[src/rtl/hex_disp_pkg.sv]
// Shared types and constants for the hex display controller.
// Provides the segment type, blank/zero patterns and the FSM state enum.
package hex_disp_pkg;

    // Active-low segment bundle, bit0=a .. bit6=g.
    typedef logic [6:0] seg_t;

    typedef enum logic [1:0] {
        IDLE,
        DECODE,
        COMMIT
    } state_t;

    localparam seg_t SEG_BLANK = 7'b1111111;
    localparam seg_t SEG_ZERO  = 7'b1000000;

endpackage

[src/rtl/hex7seg_dec.sv]
// Combinational 4-bit hex to active-low 7-segment decoder.
// Ports: hex (nibble in), seg (active-low segments gfedcba out).
module hex7seg_dec
    import hex_disp_pkg::*;
(
    input  logic [3:0] hex,
    output seg_t       seg
);

    always_comb begin
        seg = SEG_BLANK;
        unique case (hex)
            4'h0: seg = 7'b1000000;
            4'h1: seg = 7'b1111001;
            4'h2: seg = 7'b0100100;
            4'h3: seg = 7'b0110000;
            4'h4: seg = 7'b0011001;
            4'h5: seg = 7'b0010010;
            4'h6: seg = 7'b0000010;
            4'h7: seg = 7'b1111000;
            4'h8: seg = 7'b0000000;
            4'h9: seg = 7'b0011000;
            4'hA: seg = 7'b0001000;
            4'hB: seg = 7'b0000011;
            4'hC: seg = 7'b1000110;
            4'hD: seg = 7'b0100001;
            4'hE: seg = 7'b0000110;
            4'hF: seg = 7'b0001110;
            default: seg = SEG_BLANK;
        endcase
    end

endmodule

[src/rtl/hex_display_ctrl.sv]
// Multi-digit 7-segment display controller with valid/ready load,
// sequential MSB-first decode into a shadow register and atomic commit,
// optional leading-zero blanking and optional blinking.
// Ports: clk, rst_n (sync, active-low); in_valid/in_ready load handshake;
// in_data (nibble i -> digit i), in_lzb, in_blink captured on load;
// seg[i] active-low segments of digit i; done pulses on commit.
module hex_display_ctrl
    import hex_disp_pkg::*;
#(
    parameter int NUM_DIGITS = 8,
    parameter int BLINK_DIV  = 25000000
) (
    input  logic                    clk,
    input  logic                    rst_n,
    input  logic                    in_valid,
    output logic                    in_ready,
    input  logic [4*NUM_DIGITS-1:0] in_data,
    input  logic                    in_lzb,
    input  logic                    in_blink,
    output seg_t [NUM_DIGITS-1:0]   seg,
    output logic                    done
);

    localparam int IW = (NUM_DIGITS > 1) ? $clog2(NUM_DIGITS) : 1;
    localparam int CW = $clog2(BLINK_DIV);
    localparam logic [IW-1:0] IDX_TOP = IW'(NUM_DIGITS - 1);
    localparam logic [CW-1:0] CNT_TOP = CW'(BLINK_DIV - 1);

    state_t                  state;
    state_t                  state_nx;
    logic [4*NUM_DIGITS-1:0] data_q;
    logic                    lzb_q;
    logic                    blink_q;
    logic                    blink_act;
    logic                    nz;
    logic [IW-1:0]           idx;
    seg_t [NUM_DIGITS-1:0]   shadow;
    seg_t [NUM_DIGITS-1:0]   committed;
    logic [CW-1:0]           cnt;
    logic                    phase_off;

    logic [3:0] nib;
    seg_t       dec_seg;
    seg_t       dig_seg;
    logic       accept;
    logic       blank_lz;

    assign in_ready = (state == IDLE);
    assign accept   = in_valid && (state == IDLE);
    assign nib      = data_q[4*idx +: 4];

    hex7seg_dec u_dec (
        .hex (nib),
        .seg (dec_seg)
    );

    // A zero nibble is blanked only while no nonzero digit has been
    // seen above it; digit 0 always shows so a zero value reads "0".
    assign blank_lz = lzb_q && !nz && (nib == 4'h0) && (idx != '0);
    assign dig_seg  = blank_lz ? SEG_BLANK : dec_seg;

    always_comb begin
        state_nx = state;
        unique case (state)
            IDLE:    if (accept) state_nx = DECODE;
            DECODE:  if (idx == '0) state_nx = COMMIT;
            COMMIT:  state_nx = IDLE;
            default: state_nx = IDLE;
        endcase
    end

    always_ff @(posedge clk) begin
        if (!rst_n) begin
            state     <= IDLE;
            data_q    <= '0;
            lzb_q     <= 1'b0;
            blink_q   <= 1'b0;
            blink_act <= 1'b0;
            nz        <= 1'b0;
            idx       <= '0;
            done      <= 1'b0;
            shadow    <= {NUM_DIGITS{SEG_ZERO}};
            committed <= {NUM_DIGITS{SEG_ZERO}};
        end else begin
            state <= state_nx;
            done  <= (state == COMMIT);
            if (accept) begin
                data_q  <= in_data;
                lzb_q   <= in_lzb;
                blink_q <= in_blink;
                idx     <= IDX_TOP;
                nz      <= 1'b0;
            end
            if (state == DECODE) begin
                shadow[idx] <= dig_seg;
                nz          <= nz | (nib != 4'h0);
                idx         <= idx - 1'b1;
            end
            // All digits switch on the same edge, so no mixed frame.
            if (state == COMMIT) begin
                committed <= shadow;
                blink_act <= blink_q;
            end
        end
    end

    // Free-running blink timebase; loads never disturb it.
    always_ff @(posedge clk) begin
        if (!rst_n) begin
            cnt       <= '0;
            phase_off <= 1'b0;
        end else if (cnt == CNT_TOP) begin
            cnt       <= '0;
            phase_off <= ~phase_off;
        end else begin
            cnt <= cnt + 1'b1;
        end
    end

    always_comb begin
        seg = committed;
        if (blink_act && phase_off) begin
            seg = {NUM_DIGITS{SEG_BLANK}};
        end
    end

endmodule

[config.mk]
export PLATFORM = sky130hd
export DESIGN_NAME = hex_display_ctrl
export DESIGN_NICKNAME = d
export VERILOG_FILES = /design/src/rtl/hex_disp_pkg.sv /design/src/rtl/hex7seg_dec.sv /design/src/rtl/hex_display_ctrl.sv
export SDC_FILE = /design/constraint.sdc
export NUM_CORES = 1
export LEC_CHECK = 0
export BUFFER_PORTS_ARGS = -buffer_cell sky130_fd_sc_hd__clkbuf_2
export CAP_MARGIN = 0
export CORE_MARGIN = 2
export CORE_UTILIZATION = 59
export DETAILED_ROUTE_END_ITERATION = 10
export PLACE_DENSITY = 0.83
export SKIP_CTS_REPAIR_TIMING = 1
export SYNTH_ARGS = -nofsm -noshare
export SYNTH_HDL_FRONTEND = slang
export SYNTH_SLANG_ARGS = --single-unit
[constraint.sdc]
create_clock -name clk -period 4.7 [get_ports clk]
set_clock_uncertainty 0.1 [all_clocks]
set_input_delay 1.175 -clock clk [delete_from_list [all_inputs] [get_ports clk]]
set_output_delay 1.175 -clock clk [all_outputs]
set_load 0.02 [all_outputs]
==> key figures <==
Synthesis
  • Cell area after synthesis: 7690 um^2
  • Area contributors post-synth: dfxtp_1 47%, nand2_1 11%, a21boi_0 8.2%
  • Yosys top cell area share: 46.8%
  • Syn_nets: about 930
  • Mean Syn Cell Area: 8.71 um^2
  • Synth Flop Type: dfxtp_1
  • Synth Register Bits: 180
  • Area leader, netlist: dfxtp_1
  • Post-synthesis mux area share: 6.34%
  • Simple-Gate Fraction of Synth Area: 23.1%
  • Synth Area in Adders: ~1.3%
  • Asr flop ratio synth: 0%
  • Distinct cells, synth: slightly below 50
  • Post-Synth XOR/XNOR Area: between 2 and 3%
  • Largest family of logic cells by synthesized area: simple AND/OR/NAND/NOR gates
  • Top cells by count, synth: 229 x nand2_1, 180 x dfxtp_1, 84 x a21boi_0, 60 x nand2b_1, 51 x clkbuf_1
  • Sequential share of the synthesized area: 46.8%
  • Post-synthesis compound-gate area fraction: around 16%
  • Yosys warns: 0
  • Count leader, synth: nand2_1
  • Synth Instances: around 880
  • EDFF count, synth: 0

Worst setup path
  • Worst endpoint required time: around 5 ns
  • Reg2reg start: idx[0]
  • Worst Setup Start Kind: flip-flop
  • CP arrival: 3.86 ns
  • Slowest CP cell: mux4_1
  • Levels on crit path: 9
  • Top delay family on crit path: multiplexers
  • Crit path launch: idx[0]
  • Slowest stage delay, CP: 0.68 ns
  • CP bufs+invs: 0
  • Critical path fanouts, max: 12
  • Type of the worst setup path: flip-flop to flip-flop
  • Worst Setup End Kind: flip-flop
  • Worst r2r path cells: 9
  • Crit-path cells: mux4_1 > mux2i_4 > ha_1 > nand2_1 > nor3_1 > nor2_1 > a211oi_2 > o31ai_4 > mux2i_1

Finish
  • # fillers: 983
  • Final Non-Filler Cells: 1126
  • Fraction of layout cells with a size suffix above 1: 16.6%
  • Final instance area: roughly 9000 um^2
  • Ant diodes: 0
  • Nets: 986
  • Area grow syn2layout: 14.6%

Worst hold path
  • Min-Delay Path Class: flip-flop to flip-flop
  • HP Start: shadow[14]
  • Hold path depth: 2

GRT
  • Initial antenna violation count: 0
  • Largest net degree at the start of global routing: 66
  • Number of global-route vias before repair: 5777
  • Grt ovf: 0
  • First-pass GRT wire length: between 20000 and 30000 um
  • Tot GR Track Use: between 20% and 30%

Status
  • Status: finished, final reports clean

Routing
  • Final ANT Viol Nets: 0
  • Metal-1 WL: 7190 um
  • DRC Markers: 0
  • Routed WL: 16000 um
  • Top Metal Used: met4
  • 1st-iter DRT viols: 577
  • First-pass DRT Iterations: 7
  • Avg WL per Cell: roughly 14 um
  • Met2 WL post-DR: ~8000 um
  • Routed vias: 6073
  • Routed wl met3: 748 um
  • Vias per std cell: 5.39

Floorplanning
  • CORE AREA: 12700 um^2
  • Initial Utilization: 60.7%
  • Die Y: ~120 um
  • Die area: about 14000 um^2
  • Die X: between 100 and 150 um
  • Row cnt: 41
  • Number of I/O pins: 95

Clock network
  • CTS Buf Count: 17
  • CTS Sinks: 180
  • TritonCTS clock tree: yes
  • CTS root buffer: clkbuf_16
  • Clk_lat worst skew: about 0.44 ns
  • H-tree levels: 4
  • Clock buffer depth: 2
  • CTS clock-pin slew for the worst setup and hold paths: 0.07 ns

Timing
  • Max Slew Vio Count: 0
  • Hold Violations, Final: 0
  • Final worst path period share: 76.6%
  • Total Neg Setup Slack: 0 ns
  • Max Fclk: 278 MHz
  • Min Tclk post-route: around 3.6 ns
  • Slew margin rel.: 20.1%
  • Worst-margin pin slew: roughly 1.2 ns
  • RSZ-0062 raised after global routing: false
  • Min Hold Slack: about 0.35 ns
  • Setup Viol. Count Final: 0

Place
  • Placed cell areas: 8190 um^2
  • # port buffers: 94
  • Routability congestion estimate: 0.845
  • Placed Cells: between 1000 and 1500
  • DP Wirelength: 10200 um

Pwr
  • Pleak: 3.66 nW
  • Max VDD drop: 0.000300 V
  • PD cells: a little under 400 nW/um^2

Run
  • MaxCap Viol Count: 0
## logic make-up (layout without fill, tap and decap cells)
group	Yosys count	after routing
AOI/OAI and AO/OA	169	169
buffers and inverters	72	143
adders and majority gates	8	8
muxes	31	31
DFF	180	180
xor gates and xnor gates	24	24
and+or+nand+nor	399	399
## final timing paths
path              slack (ns)    endpoint
setup / recovery        1.10  shadow[17]
hold reg to reg         0.35  shadow[14]
hold / removal          0.35  shadow[14]
setup reg to reg        1.10  shadow[17]
## report_power, final
part	switching [mW]	internal, mW	leakage (nW)	total (mW)
sequential	0.0463	1.57	1.46	1.62
clock	0.618	0.876	0.293	1.49
combinational	0.228	0.138	1.91	0.366
total	0.893	2.59	3.66	3.48
## state kept, by name, indices dropped and copies added, names as in the netlist, 2 cells and up
signal and flops:
committed 56, state 2, data_q 32, shadow 56
idx 3, cnt 25
## worst min-delay path, stage by stage, from the launching register on
cell     delay [ns]
dfxtp_1        0.31
nand2_1        0.05
o21ai_1        0.05
## area by class of cell
| class | count | area [um^2] | area share (%) |
|---|---|---|---|
| clock buffer | 20 | 457 | 5.18 |
| timing repair buffer | 101 | 526 | 5.96 |
| tap | 172 | 215 | 2.44 |
| multi-input combinational | 631 | 3810 | 43.2 |
| sequential | 180 | 3600 | 40.9 |
| inverter | 10 | 37.5 | 0.426 |
| clock inverter | 12 | 169 | 1.92 |
## per-layer routing
| layer | vias up | global-route usage (%) |
|---|---|---|
| met3 | 18 | 5.60 |
| li1 | 3054 | - |
| met2 | 149 | 39.9 |
| met1 | 2852 | 29.8 |
| met4 | 0 | 9.04 |
| met5 | - | 0 |
## layout by cell type (no fill, tap or decap), drive strengths merged, types with 9 or more instances in the layout
master,netlist,routed
nand3,29,29
a21boi,84,84
o21ai,35,35
nand2,229,229
clkbuf,51,113
mux4,9,9
xor2,15,15
xnor2,9,9
nor2,47,47
inv,10,14
dfxtp,180,180
o211a,10,10
mux2i,21,21
a21oi,28,28
nand2b,60,60
## stage by stage
step,total power [mW],worst slack [ns],util [%]
finish,3.48,1.10,69.6
global route,3.60,0.766,69.6
CTS,3.49,1.12,69.6
detailed placement,2.02,1.13,64.7
global placement,2.01,1.38,64.7
floorplan,1.92,1.74,-
No activity file was read; power rests on OpenSTA's default activity.
